**src/rtl/seg7_pkg.sv**
```systemverilog
// Shared constants for the scanned seven-segment driver: segment patterns
// (active low, {g,f,e,d,c,b,a}), scan state encoding and anode helpers.
package seg7_pkg;

    localparam logic [6:0] SEG_0     = 7'b1000000;
    localparam logic [6:0] SEG_1     = 7'b1111001;
    localparam logic [6:0] SEG_2     = 7'b0100100;
    localparam logic [6:0] SEG_3     = 7'b0110000;
    localparam logic [6:0] SEG_4     = 7'b0011001;
    localparam logic [6:0] SEG_5     = 7'b0010010;
    localparam logic [6:0] SEG_6     = 7'b0000010;
    localparam logic [6:0] SEG_7     = 7'b1111000;
    localparam logic [6:0] SEG_8     = 7'b0000000;
    localparam logic [6:0] SEG_9     = 7'b0010000;
    localparam logic [6:0] SEG_A     = 7'b0001000;
    localparam logic [6:0] SEG_B     = 7'b0000011;
    localparam logic [6:0] SEG_C     = 7'b1000110;
    localparam logic [6:0] SEG_D     = 7'b0100001;
    localparam logic [6:0] SEG_E     = 7'b0000110;
    localparam logic [6:0] SEG_F     = 7'b0001110;
    localparam logic [6:0] SEG_BLANK = 7'b1111111;

    typedef enum logic {
        ST_GUARD = 1'b0,
        ST_SHOW  = 1'b1
    } state_t;

    localparam int AN_MAX = 8;

    function automatic logic [AN_MAX-1:0] an_off();
        return '1;
    endfunction

    // Active-low one-cold anode vector for digit idx.
    function automatic logic [AN_MAX-1:0] an_select(input logic [2:0] idx);
        return ~(8'b1 << idx);
    endfunction

endpackage

```
**src/rtl/seg7_decode.sv**
```systemverilog
// Combinational 4-bit code to seven-segment decoder; decimal mode darkens 10-15.
module seg7_decode
    import seg7_pkg::*;
(
    input  logic [3:0] code,
    input  logic       hex_mode,
    input  logic       blank,
    output logic [6:0] seg
);

    always_comb begin
        seg = SEG_BLANK;
        if (!blank) begin
            case (code)
                4'h0: seg = SEG_0;
                4'h1: seg = SEG_1;
                4'h2: seg = SEG_2;
                4'h3: seg = SEG_3;
                4'h4: seg = SEG_4;
                4'h5: seg = SEG_5;
                4'h6: seg = SEG_6;
                4'h7: seg = SEG_7;
                4'h8: seg = SEG_8;
                4'h9: seg = SEG_9;
                4'hA: seg = hex_mode ? SEG_A : SEG_BLANK;
                4'hB: seg = hex_mode ? SEG_B : SEG_BLANK;
                4'hC: seg = hex_mode ? SEG_C : SEG_BLANK;
                4'hD: seg = hex_mode ? SEG_D : SEG_BLANK;
                4'hE: seg = hex_mode ? SEG_E : SEG_BLANK;
                4'hF: seg = hex_mode ? SEG_F : SEG_BLANK;
                default: seg = SEG_BLANK;
            endcase
        end
    end

endmodule

```
**src/rtl/seg7_scan_mux.sv**
```systemverilog
// Scanned N-digit common-anode driver with a shadow digit image, dead-time
// guard between digits and optional leading-zero suppression.
module seg7_scan_mux
    import seg7_pkg::*;
#(
    parameter int N_DIGITS  = 8,
    parameter int SCAN_DIV  = 50000,
    parameter int GUARD_CYC = 500
) (
    input  logic                  clk,
    input  logic                  rst_n,
    input  logic                  load,
    input  logic [4*N_DIGITS-1:0] digit_in,
    input  logic [N_DIGITS-1:0]   blank_in,
    input  logic [N_DIGITS-1:0]   dp_in,
    input  logic                  hex_mode,
    input  logic                  lzs,
    output logic [6:0]            HEX0,
    output logic                  DP,
    output logic [N_DIGITS-1:0]   AN
);

    localparam int CNT_MAX = (SCAN_DIV > GUARD_CYC) ? SCAN_DIV : GUARD_CYC;
    localparam int CNT_W   = $clog2(CNT_MAX + 1);
    localparam int IDX_W   = $clog2(N_DIGITS);

    localparam logic [CNT_W-1:0] SHOW_LAST  = CNT_W'(SCAN_DIV - 1);
    localparam logic [CNT_W-1:0] GUARD_LAST = CNT_W'((GUARD_CYC > 0) ? GUARD_CYC - 1 : 0);
    localparam logic [IDX_W-1:0] IDX_LAST   = IDX_W'(N_DIGITS - 1);

    logic [4*N_DIGITS-1:0] digit_sh;
    logic [N_DIGITS-1:0]   blank_sh;
    logic [N_DIGITS-1:0]   dp_sh;

    state_t            state, state_nx;
    logic [CNT_W-1:0]  cnt, cnt_nx;
    logic [IDX_W-1:0]  idx, idx_nx;

    logic [N_DIGITS-1:0] lz_mask;
    logic [3:0]          code_sel;
    logic                blank_sel;
    logic [6:0]          seg_sel;

    // Walk down from the most significant digit; a blanked digit reads as zero.
    always_comb begin
        logic all_zero;
        all_zero = 1'b1;
        lz_mask  = '0;
        for (int k = N_DIGITS - 1; k >= 1; k--) begin
            all_zero   = all_zero & (blank_sh[k] | (digit_sh[4*k +: 4] == 4'd0));
            lz_mask[k] = lzs & all_zero;
        end
    end

    always_comb begin
        state_nx = state;
        cnt_nx   = cnt + 1'b1;
        idx_nx   = idx;
        if (state == ST_GUARD) begin
            if (GUARD_CYC == 0 || cnt == GUARD_LAST) begin
                state_nx = ST_SHOW;
                cnt_nx   = '0;
            end
        end else if (cnt == SHOW_LAST) begin
            idx_nx   = (idx == IDX_LAST) ? '0 : idx + 1'b1;
            cnt_nx   = '0;
            state_nx = (GUARD_CYC == 0) ? ST_SHOW : ST_GUARD;
        end
    end

    // Decode the digit that will be lit after this edge so outputs stay aligned with AN.
    assign code_sel  = digit_sh[4*idx_nx +: 4];
    assign blank_sel = blank_sh[idx_nx] | lz_mask[idx_nx];

    seg7_decode u_decode (
        .code     (code_sel),
        .hex_mode (hex_mode),
        .blank    (blank_sel),
        .seg      (seg_sel)
    );

    always_ff @(posedge clk or negedge rst_n) begin
        if (!rst_n) begin
            digit_sh <= '0;
            blank_sh <= '0;
            dp_sh    <= '0;
            state    <= ST_GUARD;
            cnt      <= '0;
            idx      <= '0;
            AN       <= N_DIGITS'(an_off());
            HEX0     <= SEG_BLANK;
            DP       <= 1'b1;
        end else begin
            if (load) begin
                digit_sh <= digit_in;
                blank_sh <= blank_in;
                dp_sh    <= dp_in;
            end
            state <= state_nx;
            cnt   <= cnt_nx;
            idx   <= idx_nx;
            if (state_nx == ST_SHOW) begin
                AN   <= N_DIGITS'(an_select(3'(idx_nx)));
                HEX0 <= seg_sel;
                DP   <= ~dp_sh[idx_nx];
            end else begin
                AN   <= N_DIGITS'(an_off());
                HEX0 <= SEG_BLANK;
                DP   <= 1'b1;
            end
        end
    end

endmodule

```
**config.mk**
```make
export PLATFORM = sky130hd
export DESIGN_NAME = seg7_scan_mux
export DESIGN_NICKNAME = d
export VERILOG_FILES = /design/src/rtl/seg7_pkg.sv /design/src/rtl/seg7_decode.sv /design/src/rtl/seg7_scan_mux.sv
export SDC_FILE = /design/constraint.sdc
export NUM_CORES = 1
export LEC_CHECK = 0
export ABC_CLOCK_PERIOD_IN_PS = 3950
export CELL_PAD_IN_SITES_DETAIL_PLACEMENT = 1
export CELL_PAD_IN_SITES_GLOBAL_PLACEMENT = 2
export CORE_ASPECT_RATIO = 1.75
export CORE_MARGIN = 4
export CORE_UTILIZATION = 25
export CTS_BUF_LIST = sky130_fd_sc_hd__clkbuf_4 sky130_fd_sc_hd__clkbuf_8
export DETAILED_ROUTE_END_ITERATION = 6
export GPL_ROUTABILITY_DRIVEN = 1
export PLACE_DENSITY = 0.68
export SETUP_SLACK_MARGIN = 0.3
export SYNTH_ARGS = -nofsm -noshare
export SYNTH_HDL_FRONTEND = slang
export SYNTH_SLANG_ARGS = --single-unit
```
**constraint.sdc**
```tcl
create_clock -name clk -period 3.95 [get_ports clk]
set_clock_uncertainty 0.15 [all_clocks]
set_input_delay 0.79 -clock clk [delete_from_list [all_inputs] [get_ports clk]]
set_output_delay 0.79 -clock clk [all_outputs]
set_load 0.02 [all_outputs]
```
; ---- Yosys cells after proc, flatten, opt, wreduce, memory -nomap -nowiden
; Index checks and enable logic that the tools add are counted.
[word_totals]
regBits = 84
input_bits = 53
[classes]
addsub = 2
magnitude_cmp = 1
eq_ne = 18
n_shift = 2
n_mux = 26
bitwise_logic = 23
reduce_logical = 8
[ops]
columns = operator, count
row1 = $pmux W7 S16, 1
row2 = $mux W7, 7
row3 = $mux W16, 3
row4 = $eq A4 B4 Y1 const B, 8
row5 = $logic_not A4 Y1, 8
row6 = $shiftx A32 B6 Y4, 1
row7 = $add A16 B1 Y16 const B, 1
row8 = $eq A16 B16 Y1 const B, 1
row9 = $eq A16 B9 Y1 const B, 1
row10 = $eq A4 B3 Y1 const B, 4
row11 = $and A1 B1 Y1, 13
row12 = $bmux W1 S3, 3
row13 = $mux W3, 3
row14 = $eq A4 B2 Y1 const B, 2
row15 = $mux W8, 1
row16 = $not A8 Y8, 1
row17 = $or A1 B1 Y1, 8
row18 = $shl A1 B3 Y8 const A, 1
row19 = $mux W1, 7
row20 = $mux W6, 1
row21 = $eq A4 B1 Y1 const B, 1
row22 = $lt A3 B4 Y1 const B, 1
row23 = $add A3 B1 Y3 const B, 1
row24 = $eq A3 B3 Y1 const B, 1
row25 = $not A1 Y1, 1

; ---- Logic depth before layout (Yosys ltp)
; Gate-level depths: netlist of the first run.
[depth]
depth_word = 14
mapped_depth = 12

; ---- Modules after synthesis
; Synthesis of the first run repeated with hierarchy kept, for this count alone.
[unflattened]
cells_unflattened = 358
area_unflattened_um2 = 4166.5
[by_module_without_submodules]
columns = mod, n_inst, cells_per_inst, area_each_um2, seq_area_each_um2
row1 = seg7_scan_mux, 1, 311, 3878.7, 2122.0
row2 = seg7_decode, 1, 47, 287.8, 0.0

; ---- Worst setup path before layout of the first run
; OpenSTA, ideal clock, no wires.
[synth_timing]
path_type = reg2reg
from = register cnt[11]
to = register HEX0[3]
setup_time_ns = 0.083
t_arrival_ns = 2.651
required_ns = 3.717
path_slack_ns = 1.065
stages_incl_launch_ff = 11
n_path_buf = 2
synth_period_minus_slack_ns = 2.885
path_cell_list = dfrtp_1 > nor4_4 > and4_1 > buf_6 > mux2i_2 > buf_6 > a211oi_1 > o32a_4 > o21ai_1 > o21ai_1 > a221o_1
[synth_via]
elab_chain_len = 8
word_cells_on_any_way = 32
cone_classes = 17 x eq/ne / 1 x shift / 12 x mux / 1 x bitwise / 1 x reduce/logical
[synth_lines]
columns = element, line
row1 = "start, declared", seg7_scan_mux.sv:36  ; logic [CNT_W-1:0] cnt, cnt_nx;
row2 = "start signal, assigned", seg7_scan_mux.sv:100  ; cnt <= cnt_nx;
row3 = $eq A16 B16 Y1, seg7_scan_mux.sv:64  ; end else if (cnt == SHOW_LAST) begin
row4 = $mux W3, seg7_scan_mux.sv:64
row5 = $mux W3, seg7_scan_mux.sv:59  ; if (state == ST_GUARD) begin
row6 = $shiftx A32 B6 Y4 / $bmux W1 S3 (equally long branches), "seg7_scan_mux.sv:72, seg7_scan_mux.sv:73"
row7 = $eq A4 B4 Y1 (tied with other cells), seg7_decode.sv:14  ; case (code)
row8 = $pmux W7 S16 / $or A1 B1 Y1 (equally long branches), "seg7_decode.sv:14, seg7_scan_mux.sv:73"
row9 = $mux W7, seg7_decode.sv:13  ; if (!blank) begin
row10 = $mux W7 *, seg7_scan_mux.sv:102  ; if (state_nx == ST_SHOW) begin
row11 = "end signal, assigned", seg7_scan_mux.sv:104  ; HEX0 <= seg_sel;
row12 = "end, declared", seg7_scan_mux.sv:18  ; output logic [6:0] HEX0,
; Mark *: on every way between the ends. The rest lies on a longest branch, timed or not. The select of a mux whose other input is x is not followed.
; A chain may end at the register's enable or synchronous reset.

; ---- Worst setup path after layout of the first run
[layout_timing]
from = register idx[1]
to = register HEX0[5]
[layout_via]
elab_chain_len = 9
word_cells_on_any_way = 30
cone_classes = 1 x add/sub / 16 x eq/ne / 1 x shift / 10 x mux / 1 x bitwise / 1 x reduce/logical
[layout_lines]
columns = element, line
row1 = "start, declared", seg7_scan_mux.sv:37  ; logic [IDX_W-1:0] idx, idx_nx;
row2 = "start signal, assigned", seg7_scan_mux.sv:101  ; idx <= idx_nx;
row3 = $add A3 B1 Y3 / $eq A3 B3 Y1 (equally long branches), seg7_scan_mux.sv:65  ; idx_nx = (idx == IDX_LAST) ? '0 : idx + 1'b1;
row4 = $mux W3, seg7_scan_mux.sv:65
row5 = $mux W3, seg7_scan_mux.sv:64
row6 = $mux W3 *, seg7_scan_mux.sv:59
row7 = $shiftx A32 B6 Y4 / $bmux W1 S3 (equally long branches), "seg7_scan_mux.sv:72, seg7_scan_mux.sv:73"
row8 = $eq A4 B4 Y1 (tied with other cells), seg7_decode.sv:14
row9 = $pmux W7 S16 / $or A1 B1 Y1 (equally long branches), "seg7_decode.sv:14, seg7_scan_mux.sv:73"
row10 = $mux W7 *, seg7_decode.sv:13
row11 = $mux W7 *, seg7_scan_mux.sv:102
; Marks and branches as above.

==> key figures, run 1 <==
Pwr
  • Combinational power share: 12.7%
  • Clock network fraction of total power: 32.5%
  • Internal power: 1290 µW
  • P_sw: 456.0 µW
  • Net Sw Frac: 26.11%
  • Power Dens Cells: 315.3 mW/mm²
  • Pleak: 0.002196 µW
  • Total Power: 1746 µW
  • Max VDD drop: 124.2 µV
  • Seq pwr share: 54.8%

Floorplanning
  • Die area: 0.02005 mm²
  • Die W: 108.8 µm
  • Die Ht: 184.4 µm
  • I/O pin count: 69
  • Num rows: 64
  • Starting density of the core: 25.45%
  • Core area: 0.01746 mm²

Route
  • 1st-iter DRT viols: 69
  • Drt wl/cell: 18.20 µm
  • ANT nets after route: 0
  • Pre-antenna DRT Iters: 4
  • Vias: 3425
  • # DRC: 0
  • Vias/cell: 4.797
  • Final Routed Wirelength: 13000 µm

Clock network
  • Clock Sinks: 84
  • CTS tree: done
  • Clock-pin slew on the worst setup and hold paths: 90 ps
  • Post-CTS Setup Bufs: 0
  • Hold_buf cts: 0
  • Worst skew pair latency: 360 ps
  • CTS H-tree lvls: 3
  • CTS Buf Count: 9
  • CTS Buffer Depth: 2
  • CTS root buffer: clkbuf_8

Timing
  • Final Max Slew Viols: 0
  • RSZ-0062 raised after global routing: no
  • TNS Setup: 0 ps
  • Max Freq: 298.7 MHz
  • Hold Fails Final Rpt: 0
  • Tcrit/Tclk final: 84.76%
  • Worst Tran Pin Value: 1186 ps
  • Period minus WS final: 3348 ps
  • Relative slew slack: 20.95%
  • Setup-failing EPs final: 0

Synthesis
  • Synthesized-area fraction occupied by xor and xnor cells: 2.760%
  • Largest family of logic cells by synthesized area: multiplexers
  • Number of synthesized flops with an enable pin: 0
  • Area share of and/or/nand/nor cells after synthesis: 14.62%
  • Compound-Gate Fraction of Synth Area: 14.53%
  • #FFs+latches synth: 84
  • Area of the mapped netlist: 0.004443 mm²
  • Async S/R FF share, synth: 100.0%
  • Netlist cell types: 64
  • Mux share of post-synthesis cell area: 15.29%
  • Synth warn: 0
  • Post-synthesis sequential area ratio: 47.76%
  • Adder-cell share of the synthesized area: 1.070%
  • Synthesized area per cell: 10.89 µm²
  • Gate Count Post-Synth: 408
  • Syn_nets: 464
  • Main synth FF type: dfrtp_1

Worst setup path
  • Reg2reg start: idx[1]
  • FF-to-FF End: HEX0[5]
  • Setup slack, reg-to-reg: 600 ps
  • CP Capture Type: flop
  • Kind of critical path: reg -> reg
  • Crit path arrival time: 3470 ps
  • R2r worst-path depth: 10
  • CP max FO: 12
  • Setup crit start kind: flop
  • WP data required: 4070 ps

Layout
  • Reg area: 0.002122 mm²
  • Fillers: 2051
  • Net count, final: 534
  • Area of the multi-input gates: 0.002151 mm²
  • Ant diodes: 0
  • Ratio of cells with drive above 1 in the final layout: 22.57%
  • Final std cells w/o fill: 714
  • Syn-to-layout area delta: 24.67%

GRT
  • Overflow after GRT: 0
  • Vias in the first global route: 3784
  • GRT Overall Usage: 13.64%
  • Largest net degree at the start of global routing: 72
  • First-pass GRT wire length: 20760 µm
  • Initial antenna violation count: 0

Outcome
  • Status: completed

Placement
  • Gpl congestion: 0.8001
  • DP Wirelength: 10330 µm
  • Port Buffers: 68
  • Placed instance count: 698

Flow run
  • Max-Cap Viols: 0

Hold path
  • Hold Crit Class: reg -> reg
  • Hold path start: cnt[0]
  • Hold Crit Depth: 1
  • Hold-critical path endpoint: cnt[0]
==> power by group through the flow <==
| stage | registers [µW] | logic, µW | clock network (µW) |
|---|---|---|---|
| 2_1_floorplan | 952 | 128 | 0 |
| 3_3_place_gp | 974 | 219 | 0 |
| 3_5_place_dp | 975 | 225 | 0 |
| 4_1_cts | 959 | 226 | 596 |
| 5_1_grt | 965 | 245 | 635 |
| 6_report | 957 | 221 | 568 |
==> cell usage in the layout, fill, tap and decap left out, types with 10 or more instances in the layout <==
| cell type | count |
|---|---|
| buf_4 | 10 |
| clkbuf_8 | 10 |
| nand2_1 | 42 |
| mux2_2 | 44 |
| a21oi_1 | 15 |
| dfstp_2 | 16 |
| clkdlybuf4s50_1 | 66 |
| dfrtp_1 | 68 |
| mux2i_1 | 11 |
| inv_1 | 13 |
| o21ai_0 | 17 |
| nor2_1 | 28 |
==> per-stage QoR <==
step | setup WS (ps) | hold slack, ps | utilization, % | cell area (µm²)
2_1_floorplan | 1065 | 282.9 | - | 4443
3_3_place_gp | 514.1 | 296.1 | 30.68 | 5356
3_5_place_dp | 492.4 | 317.6 | 30.68 | 5356
4_1_cts | 451.4 | 328.8 | 31.69 | 5533
5_1_grt | 363.4 | 355.0 | 31.73 | 5539
6_report | 601.8 | 325.3 | 31.73 | 5539
==> cell families (layout without fill, tap and decap cells) <==
family | after synthesis | in the layout
multiplexers | 60 | 60
AO/OA/AOI/OAI | 89 | 89
adder cells (fa/ha/maj) | 4 | 4
XOR/XNOR | 14 | 14
flip-flops | 84 | 84
buffers and inverters | 34 | 109
AND/OR/NAND/NOR | 123 | 123
==> routing by layer <==
layer  global-route usage, %  vias to the layer above  share of wire, %
met1                   13.79                     1737                36
met2                   27.20                       51                59
li1                        -                     1625                 -
met3                   2.313                       12               2.6
met5                       0                        -                 0
met4                   4.651                        0               2.0
==> cell usage after synthesis, types with 3 or more instances <==
| cell | n | area share [%] |
|---|---|---|
| buf_2 | 3 | 0.34 |
| dfrtp_1 | 68 | 38 |
| a211oi_1 | 6 | 1.0 |
| mux2_2 | 44 | 11 |
| o22ai_1 | 4 | 0.56 |
| mux2i_2 | 3 | 0.93 |
| dfstp_2 | 16 | 9.5 |
| a21o_1 | 5 | 0.84 |
| o31ai_1 | 3 | 0.51 |
| nand3_1 | 3 | 0.34 |
| nor2_1 | 28 | 2.4 |
| nor4_1 | 7 | 0.99 |
| xor2_1 | 8 | 1.6 |
| o32ai_2 | 4 | 1.5 |
| and3_1 | 4 | 0.56 |
| ha_1 | 3 | 0.84 |
| clkbuf_1 | 7 | 0.59 |
| and4_1 | 3 | 0.59 |
| xnor2_1 | 6 | 1.2 |
| a31oi_1 | 5 | 0.70 |
| inv_1 | 13 | 1.1 |
| nand2_1 | 42 | 3.5 |
| mux2i_1 | 12 | 2.7 |
| nor3_1 | 5 | 0.56 |
| nand2b_1 | 7 | 0.99 |
| o21ai_0 | 17 | 1.9 |
| a21oi_1 | 15 | 1.7 |
| o21ai_1 | 4 | 0.45 |
| nand4_1 | 5 | 0.70 |
| o221ai_1 | 6 | 1.2 |
| nor2b_1 | 3 | 0.42 |
| buf_6 | 6 | 1.5 |
==> how the worst max path moves through the flow <==
stage,to,slack [ps],startpoint,cells past startpoint
detailed placement,HEX0[3],490,cnt[11],10
finish,HEX0[5],600,idx[1],10
global placement,HEX0[3],510,cnt[11],10
CTS,HEX0[5],450,cnt[11],8
floorplan,HEX0[3],1070,cnt[11],10
global route,HEX0[3],360,idx[1],11
==> final cells by class <==
type,count,area share [%]
Multi-Input combinational cell,290,38.83
Clock buffer,12,2.756
Tap cell,231,5.218
Timing Repair Buffer,77,13.37
Sequential cell,84,38.31
Inverter,16,1.084
Clock inverter,4,0.4292
==> critical path, stage by stage (launching register included) <==
cell	delay, ps
dfrtp_1	470
ha_1	230
ha_1	350
nor2b_1	290
nand2_1	100
mux2i_1	440
a221o_1	260
a21oi_2	70
or2_1	350
maj3_1	380
o211ai_1	170
==> sequential cells by signal, indices dropped and copies added, names as in the netlist <==
name,flops
dp_sh,8
state,1
digit_sh,32
blank_sh,8
AN,8
DP,1
HEX0,7
idx,3
cnt,16
==> timing repair <==
item,4_1_cts,5_1_grt
setup endpoints to repair,0,6
gates resized for setup,0,3
endpoints found under the hold margin,0,0
Note: power is estimated with default switching activity, not from simulation.
==> run 2, diff against run 1 <==
--- a/config.mk
+++ b/config.mk
@@ -5,7 +5,7 @@
 export SDC_FILE = /design/constraint.sdc
 export NUM_CORES = 1
 export LEC_CHECK = 0
-export ABC_CLOCK_PERIOD_IN_PS = 3950
+export ABC_CLOCK_PERIOD_IN_PS = 3000
 export CELL_PAD_IN_SITES_DETAIL_PLACEMENT = 1
 export CELL_PAD_IN_SITES_GLOBAL_PLACEMENT = 2
 export CORE_ASPECT_RATIO = 1.75
@@ -14,7 +14,7 @@
 export CTS_BUF_LIST = sky130_fd_sc_hd__clkbuf_4 sky130_fd_sc_hd__clkbuf_8
 export DETAILED_ROUTE_END_ITERATION = 6
 export GPL_ROUTABILITY_DRIVEN = 1
-export PLACE_DENSITY = 0.68
+export PLACE_DENSITY = 0.71
 export SETUP_SLACK_MARGIN = 0.3
 export SYNTH_ARGS = -nofsm -noshare
 export SYNTH_HDL_FRONTEND = slang
==> constraint.sdc (replaced) <==
create_clock -name clk -period 3 [get_ports clk]
set_clock_uncertainty 0.15 [all_clocks]
set_input_delay 0.6 -clock clk [delete_from_list [all_inputs] [get_ports clk]]
set_output_delay 0.6 -clock clk [all_outputs]
set_load 0.02 [all_outputs]
==> key figures, run 2 (synthesis gave the netlist of run 1 again) <==
Outcome
  • Status: completed (unchanged)

Layout
  • Most frequent cells in the layout: buf_4 (73), dfrtp_1 (68), clkdlybuf4s50_1 (66) (was dfrtp_1 (68), clkdlybuf4s50_1 (66), mux2_2 (44))
  • Biggest register: digit_sh (unchanged)
  • Ant diodes: 0 (unchanged)
  • Number of flip-flops in the largest register: 32 (unchanged)
  • Final std cells w/o fill: 792 (was 714)
  • Fillers: 2000 (was 2051)
  • Syn-to-layout area delta: 46.89% (was 24.67%)
  • Area of the multi-input gates: 0.002416 mm² (was 0.002151 mm²)
  • Reg area: 0.002122 mm² (unchanged)
  • Fin area: 0.006526 mm² (was 0.005539 mm²)
  • Ratio of cells with drive above 1 in the final layout: 39.39% (was 22.57%)
  • Net count, final: 612 (was 534)
  • Final Core Density: 37.39% (was 31.73%)
  • Commonest non-fill, non-tap cell in the layout: buf_4 (was dfrtp_1)
  • Biggest regs: digit_sh x32, cnt x16 (unchanged)

Placement
  • Port Buffers: 68 (unchanged)
  • DP Wirelength: 11280 µm (was 10330 µm)
  • DP Area: 0.005904 mm² (was 0.005356 mm²)
  • Placed instance count: 757 (was 698)
  • Gpl congestion: 0.8579 (was 0.8001)

Timing
  • Period minus WS final: 2935 ps (was 3348 ps)
  • RSZ-0062 raised after global routing: yes (was no)
  • Final Max Slew Viols: 0 (unchanged)
  • Max Freq: 340.7 MHz (was 298.7 MHz)
  • Relative slew slack: 62.05% (was 20.95%)
  • Hold_ws: 60.51 ps (was 325.3 ps)
  • Setup-failing EPs final: 0 (unchanged)
  • Hold Fails Final Rpt: 0 (unchanged)
  • Tcrit/Tclk final: 97.85% (was 84.76%)
  • TNS Setup: 0 ps (unchanged)
  • Worst Tran Pin Value: 564.9 ps (was 1186 ps)

Floorplanning
  • Die area: 0.02005 mm² (unchanged)
  • I/O pin count: 69 (unchanged)
  • Starting density of the core: 25.45% (unchanged)
  • Num rows: 64 (unchanged)
  • Core area: 0.01746 mm² (unchanged)
  • Die Ht: 184.4 µm (unchanged)
  • Die W: 108.8 µm (unchanged)

GRT
  • Largest net degree at the start of global routing: 47 (was 72)
  • Vias in the first global route: 4232 (was 3784)
  • Initial antenna violation count: 0 (unchanged)
  • First-pass GRT wire length: 22510 µm (was 20760 µm)
  • GRT Overall Usage: 14.75% (was 13.64%)
  • Overflow after GRT: 0 (unchanged)

Pwr
  • Combinational power share: 13.9% (was 12.7%)
  • Net Sw Frac: 25.77% (was 26.11%)
  • Clock network fraction of total power: 36.7% (was 32.5%)
  • Max VDD drop: 242.9 µV (was 124.2 µV)
  • Pleak: 0.002644 µW (was 0.002196 µW)
  • P_sw: 659.6 µW (was 456.0 µW)
  • Internal power: 1900 µW (was 1290 µW)
  • Power Dens Cells: 392.1 mW/mm² (was 315.3 mW/mm²)
  • Seq pwr share: 49.4% (was 54.8%)

Flow run
  • Max-Cap Viols: 0 (unchanged)

Worst setup path
  • WP data required: 3160 ps (was 4070 ps)
  • CP Capture Type: flop (unchanged)
  • Setup crit start kind: flop (unchanged)
  • Kind of critical path: reg -> reg (unchanged)
  • Crit path arrival time: 3090 ps (was 3470 ps)
  • CP max FO: 6 (was 12)

Hold path
  • Hold Crit Class: in -> async (was reg -> reg)

Route
  • 1st-iter DRT viols: 155 (was 69)
  • Final Routed Wirelength: 14440 µm (was 13000 µm)
  • Vias/cell: 4.777 (was 4.797)
  • Drt wl/cell: 18.24 µm (was 18.20 µm)
  • Vias: 3783 (was 3425)
  • # DRC: 0 (unchanged)
  • Pre-antenna DRT Iters: 4 (unchanged)
  • ANT nets after route: 0 (unchanged)

Clock network
  • Clock-pin slew on the worst setup and hold paths: 90 ps (about the same)
  • Worst skew pair latency: 360 ps (about the same)
  • Hold_buf cts: 0 (unchanged)
  • CTS root buffer: clkbuf_8 (unchanged)
  • CTS tree: done (unchanged)
  • CTS Buf Count: 9 (unchanged)
  • CTS H-tree lvls: 3 (unchanged)
  • Clock Sinks: 84 (unchanged)
  • CTS Buffer Depth: 2 (unchanged)
[run 2: cell types whose count changed in the layout (fill, tap and decap cells not counted), moves of 4 or more]
cell      previous run  this run
buf_4               10        73
buf_6                0        12
a211oi_1             6         1
a211oi_2             0         5
o221ai_1             6         2
[run 2: final cells by class]
type	count	area share [%]
multi-input combinational	290	37.02
sequential	84	32.52
clock inverter	5	1.304
tap	231	4.429
clock buffer	11	2.224
timing repair buffer	155	21.59
inverter	16	0.9202
[run 2: critical path, stage by stage (launching register included)]
cell       delay, ps
dfrtp_1          420
buf_4            150
buf_6            120
or4_4            550
nor4_4           390
a21oi_4           80
and2b_2          250
o2111ai_2        100
o32ai_2          150
buf_4            190
buf_6            120
a21bo_2          220
[run 2: power groups by stage]
stage / clock network, µW / logic, µW / registers, µW
final: 940 / 356 / 1260
after global placement: 0 / 324 / 1280
after CTS: 975 / 352 / 1260
after global routing: 1010 / 388 / 1270
after floorplan: 0 / 174 / 1250
after detailed placement: 0 / 333 / 1280
[run 2: repair_timing]
action | in CTS | in global routing
pin swaps | 11 | 15
setup buffers | 13 | 6
gates resized for setup | 25 | 27
setup endpoints to repair | 8 | 8
endpoints found under the hold margin | 0 | 0
cloned | 0 | 0
[run 2: metal layers]
metal / wire, µm / share of wire, % / vias to the layer above / global-route usage (%)
met5: 0 / 0 / - / 0
met4: 463 / 3.2 / 0 / 6.168
met3: 386 / 2.7 / 24 / 2.489
met2: 8611 / 60 / 65 / 29.45
met1: 4982 / 34 / 1912 / 14.40
li1: - / - / 1782 / -
[run 2: through the flow]
stage	power, µW	setup slack [ps]
after global routing	2673	-95.34
after CTS	2589	105.0
final	2559	64.64
after floorplan	1428	182.9
after global placement	1605	-98.27
after detailed placement	1618	-113.3
[run 2: final timing paths]
| path | from | endpoint | slack [ps] | depth (start not counted) |
|---|---|---|---|---|
| min in group clk | dp_sh[0] | dp_sh[0] | 360 | 1 |
| worst min register to register | dp_sh[0] | dp_sh[0] | 360 | 1 |
| max in group asynchronous | rst_n | HEX0[1] | 1950 | 2 |
| worst min-delay path | rst_n | dp_sh[3] | 60 | 1 |
| worst max-delay path | cnt[13] | HEX0[2] | 60 | 11 |
| worst max register to register | cnt[13] | HEX0[2] | 60 | 11 |
